[src/rtl/irq_encoder_148_pkg.sv]
// ============================================================================
// irq_pkg : shared constants, FSM encoding and helpers for irq_encoder_148
// Revision: 1.0
// ============================================================================
`default_nettype none

package irq_pkg;

   localparam int IRQ_LINES = 8;
   localparam int IRQ_VEC_W = 3;

   typedef enum logic [1:0] {
      IDLE    = 2'd0,
      PRESENT = 2'd1,
      HOLD    = 2'd2
   } irq_state_e;

   function automatic logic [IRQ_LINES-1:0] vec_onehot(input logic [IRQ_VEC_W-1:0] v);
      logic [IRQ_LINES-1:0] oh;
      oh    = '0;
      oh[v] = 1'b1;
      return oh;
   endfunction

endpackage : irq_pkg

`default_nettype wire

[src/rtl/irq_encoder_148_prio.sv]
// ============================================================================
// prio_enc_8 : combinational 8->3 priority encoder, highest set index wins
// Revision: 1.0
// ============================================================================
`default_nettype none

module prio_enc_8
   import irq_pkg::*;
(
   input  logic [IRQ_LINES-1:0] lines,
   output logic                 any,
   output logic [IRQ_VEC_W-1:0] idx
);

   always_comb begin
      any = |lines;
      idx = '0;
      // Ascending scan so the highest set line overwrites lower ones.
      for (int i = 0; i < IRQ_LINES; i++) begin
         if (lines[i]) idx = IRQ_VEC_W'(i);
      end
   end

endmodule : prio_enc_8

`default_nettype wire

[src/rtl/irq_encoder_148.sv]
// ============================================================================
// irq_encoder_148 : synchronised, masked, priority-encoded interrupt requests
// under a req/ack handshake. Optional mask register: IRQ_ENCODER_148_MASK_EN.
// Revision: 1.0
// ============================================================================
`default_nettype none

module irq_encoder_148
   import irq_pkg::*;
#(
   parameter int SYNC_STAGES = 2
)(
   input  logic                 clk,
   input  logic                 reset,
   input  logic [IRQ_LINES-1:0] nirq,
   input  logic                 ei,
   input  logic                 mask_we,
   input  logic [IRQ_LINES-1:0] mask_d,
   input  logic                 ack,
   output logic                 req,
   output logic [IRQ_VEC_W-1:0] vec,
   output logic [IRQ_LINES-1:0] pending,
   output logic [IRQ_LINES-1:0] mask
);

   logic [SYNC_STAGES-1:0][IRQ_LINES-1:0] sync_q, sync_d;
   logic [IRQ_LINES-1:0] prev_q, prev_d;
   logic [IRQ_LINES-1:0] pending_q, pending_d;
   logic [IRQ_LINES-1:0] mask_reg_q;
   logic [IRQ_LINES-1:0] fall, clr, eligible;
   logic [IRQ_VEC_W-1:0] vec_q, vec_d, enc_idx;
   logic                 req_q, req_d, enc_any;
   irq_state_e           state_q, state_d;

   always_comb begin
      sync_d    = sync_q;
      sync_d[0] = nirq;
      for (int k = 1; k < SYNC_STAGES; k++) begin
         sync_d[k] = sync_q[k-1];
      end
   end

   // Falling edge of the synchronised line; a line held low requests once.
   assign prev_d = sync_q[SYNC_STAGES-1];
   assign fall   = prev_q & ~sync_q[SYNC_STAGES-1];

`ifdef IRQ_ENCODER_148_MASK_EN
   logic [IRQ_LINES-1:0] mask_reg_d;

   always_comb begin
      mask_reg_d = mask_reg_q;
      if (mask_we) mask_reg_d = mask_d;
   end

   always_ff @(posedge clk) begin
      if (reset) mask_reg_q <= '1;
      else       mask_reg_q <= mask_reg_d;
   end
`else
   logic unused_mask_in;

   assign mask_reg_q     = '1;
   assign unused_mask_in = ^{mask_we, mask_d};
`endif

   assign eligible = pending_q & mask_reg_q;

   prio_enc_8 u_prio (
      .lines (eligible),
      .any   (enc_any),
      .idx   (enc_idx)
   );

   always_comb begin
      state_d = state_q;
      req_d   = req_q;
      vec_d   = vec_q;
      clr     = '0;
      case (state_q)
         IDLE: begin
            if (ei && enc_any) begin
               vec_d   = enc_idx;
               req_d   = 1'b1;
               state_d = PRESENT;
            end
         end
         PRESENT: begin
            if (ack) begin
               clr     = vec_onehot(vec_q);
               req_d   = 1'b0;
               state_d = HOLD;
            end
         end
         HOLD: begin
            req_d   = 1'b0;
            state_d = IDLE;
         end
         default: begin
            req_d   = 1'b0;
            state_d = IDLE;
         end
      endcase
   end

   // A new edge on the line being acknowledged keeps it pending.
   assign pending_d = (pending_q & ~clr) | fall;

   always_ff @(posedge clk) begin
      if (reset) begin
         sync_q    <= '1;
         prev_q    <= '1;
         pending_q <= '0;
         vec_q     <= '0;
         req_q     <= 1'b0;
         state_q   <= IDLE;
      end else begin
         sync_q    <= sync_d;
         prev_q    <= prev_d;
         pending_q <= pending_d;
         vec_q     <= vec_d;
         req_q     <= req_d;
         state_q   <= state_d;
      end
   end

   assign req     = req_q;
   assign vec     = vec_q;
   assign pending = pending_q;
   assign mask    = mask_reg_q;

endmodule : irq_encoder_148

`default_nettype wire

[config.mk]
export PLATFORM = sky130hd
export DESIGN_NAME = irq_encoder_148
export DESIGN_NICKNAME = d
export VERILOG_FILES = /design/src/rtl/irq_encoder_148_pkg.sv /design/src/rtl/irq_encoder_148_prio.sv /design/src/rtl/irq_encoder_148.sv
export SDC_FILE = /design/constraint.sdc
export NUM_CORES = 1
export LEC_CHECK = 0
export CORE_MARGIN = 2
export CORE_UTILIZATION = 28
export DETAILED_ROUTE_END_ITERATION = 10
export PLACE_DENSITY_LB_ADDON = 0.05
export SLEW_MARGIN = 20
export SYNTH_ARGS = -nofsm -noshare
export SYNTH_HDL_FRONTEND = slang
export SYNTH_HIERARCHICAL = 1
export SYNTH_SLANG_ARGS = --single-unit
[constraint.sdc]
create_clock -name clk -period 2.3 [get_ports clk]
set_input_delay 0.23 -clock clk [delete_from_list [all_inputs] [get_ports clk]]
set_output_delay 0.23 -clock clk [all_outputs]
set_load 0.01 [all_outputs]
==> impl_metrics.json <==
{
  "outcome": "complete, no violations",
  "cp_num_buf_inv": 1,
  "grt_overflow_total": 0,
  "areaGrowthSynthToFinish_pct": 26.3,
  "worstSkewPairLatency_ns": 0.28,
  "slowest_delay_ns": 0.58,
  "clkPwrFrac_pct": 34.4,
  "rsz0062_at_grt": "no",
  "initial_core_util_pct": 29.5,
  "cp-startpoint": "vec[1]$_SDFFE_PP0P_",
  "reg2reg_from": "pending[6]$_SDFF_PP0_",
  "fin_util_pct": 37.2,
  "synth_fa_ha_area_share_pct": 0,
  "yosysWarnings": 6,
  "grt_max_degree": 38,
  "drcViolationCount": 0,
  "slew_violations": 0,
  "swShare_pct": 21.8,
  "syn_area_per_cell_sq_um": 10.2,
  "endpoint_kind": "output port",
  "cts_tree": "yes",
  "power_density_nw_per_um2": 773,
  "met3_usage_pct": 4.72,
  "cts-root-buf": "clkbuf_8",
  "dieHeight_um": 71.9,
  "vias": 862,
  "vias_per_cell": 4.23,
  "postCtsSetupBuffers": 0,
  "period_needed_ns": 1.54,
  "synth_most_common_cell": "dfxtp_1",
  "cts_buffer_depth": 2,
  "ys_top_cells_by_count": "dfxtp_1 (37), or2_1 (24), nand2b_1 (10)",
  "worst_setup_path_start_kind": "flop",
  "rows": 24,
  "crit_chain": "clkdlybuf4s50_1",
  "cts_made_buffers": 5,
  "p_leak_nw": 0.583,
  "grt_use_met2_pct": 14.7,
  "cts_hold_buffers": 0,
  "cts.sinks": 37,
  "synth-seq-cells": 37,
  "period_share_pct": 67.1,
  "drt_iter0_drc": 12,
  "seqPwrFrac_pct": 55.1,
  "synth_top_family_by_area": "simple AND/OR/NAND/NOR gates",
  "synth_compound_area_share_pct": 9.21,
  "htree_levels": 2,
  "dpl.cell_count": 197,
  "synth_top_area_share_pct": 57.4,
  "hold_start": "sync_d[15]$_SDFF_PP1_",
  "die-width_um": 71.9,
  "cap_violations": 0,
  "pwr-share-comb_pct": 10.5,
  "fmax_ghz": 0.648,
  "arrival_ns": 1.31,
  "dp_hpwl_mm": 1.44,
  "clk_pin_slew_ns": 0.07,
  "seq_area_frac_synth_pct": 57.4,
  "holdCritPathClass": "flop to flop",
  "yosys.area_share.simple_pct": 24.3,
  "async_flop_share_pct": 0,
  "switchingPower_mw": 0.275,
  "antennaDiodeCount": 0,
  "port_buffers": 23,
  "synth_edf_count": 0,
  "crit_type": "flop to output port",
  "antenna_found_initial": 0,
  "setup_viol": 0,
  "grt_pass1_wl_mm": 3.48,
  "synth_area_leaders": "dfxtp_1 (57%), or2_1 (12%), nand2b_1 (4.8%)",
  "synth_top_cell_by_area": "dfxtp_1",
  "ys.flop_type": "dfxtp_1",
  "grt_pass1_vias": 804,
  "setup_tns_ns": 0,
  "ir_drop_v": 0.000323,
  "internal-power_mw": 0.986,
  "hold_viol": 0,
  "critical_path_required_ns": 2.07,
  "syn-instance-count": 126,
  "final.setup_skew_ns": 0.00651,
  "cp_slowest_cell": "clkdlybuf4s50_1",
  "routedWlPerCell_um": 9.95,
  "gr-max-usage-layer": "met2",
  "instances_no_fill": 204,
  "fin_nets": 173,
  "synth.cell_area_sq_um": 1290,
  "dieArea_sq_um": 5170,
  "core-area_sq_um": 4380,
  "gp_congestion": 0.760,
  "ctsResizeCount": 0,
  "boundaryPins": 41,
  "synth_mux_area_share_pct": 2.33,
  "firstDrtPassIters": 3,
  "synth_cell_type_count": 23,
  "grt_usage_pct": 8.96,
  "crit_fanout": 7,
  "synthXorXnorAreaFrac_pct": 0,
  "met1_usage_pct": 9.42,
  "ant_nets": 0,
  "drt_wl_total_mm": 2.03,
  "critPathTopFamily": "buffers and inverters",
  "drive_above_1_share_pct": 7.24
}
[registers in the layout, indices dropped and copies added, names as in the netlist]
name	cells
prev_d	8
prev_q	8
state_q	2
pending	8
vec	3
sync_d	8
[worst paths after layout]
path,cells past startpoint,to,slack (ns)
setup / recovery,1,vec[1],0.76
hold reg to reg,1,prev_d[7]$_SDFF_PP1_,0.40
hold / removal,1,prev_d[7]$_SDFF_PP1_,0.40
setup reg to reg,5,vec[1]$_SDFFE_PP0P_,1.04
[placed cells by master, fill, tap and decap left out, types with 2 or more instances in the layout]
master           count
mux2i_1              3
or2_1               24
o21ai_1              6
nand2b_1            10
o31ai_1              3
nand2_1              2
a21oi_1              9
clkdlybuf4s50_1     23
conb_1               8
dfxtp_1             37
nor2_1               9
clkbuf_8             6
[per-stage QoR]
stage / hold slack [ns] / setup WS [ns] / power [mW] / cell area [sq um]
2_1_floorplan: 0.327 / 1.08 / 0.791 / 1320
3_3_place_gp: 0.386 / 0.804 / 0.841 / 1540
3_5_place_dp: 0.389 / 0.798 / 0.844 / 1540
4_1_cts: 0.405 / 0.736 / 1.29 / 1630
5_1_grt: 0.424 / 0.701 / 1.34 / 1630
6_report: 0.400 / 0.756 / 1.26 / 1630
[metal layers]
layer	share of wire, %	routed length [um]	vias to the layer above
li1	-	-	445
met1	45	906	381
met2	44	891	31
met3	8.9	181	5
met4	2.5	51	0
met5	0	0	-
[cell families after synthesis]
| group | Yosys count |
|---|---|
| simple gates | 51 |
| flops | 37 |
| other cells | 1 |
| mux | 3 |
| buf+inv | 14 |
| compound gates | 20 |
[power groups by stage]
| stage | Combinational, mW | Sequential (mW) | Clock, mW |
|---|---|---|---|
| floorplan | 0.0802 | 0.711 | 0 |
| global route | 0.147 | 0.699 | 0.493 |
| detailed placement | 0.134 | 0.709 | 0 |
| finish | 0.132 | 0.695 | 0.434 |
| global placement | 0.132 | 0.709 | 0 |
| CTS | 0.134 | 0.695 | 0.457 |
[final cells by class]
| cell class | instances | area (sq um) |
|---|---|---|
| clock buffers | 7 | 86.3 |
| fillers | 456 | 2750 |
| inverters | 2 | 7.51 |
| multi-input cells | 82 | 493 |
| flip-flops and latches | 37 | 741 |
| well taps | 52 | 65.1 |
| repair buffers | 24 | 238 |
Note: power is estimated with default switching activity, not from simulation.
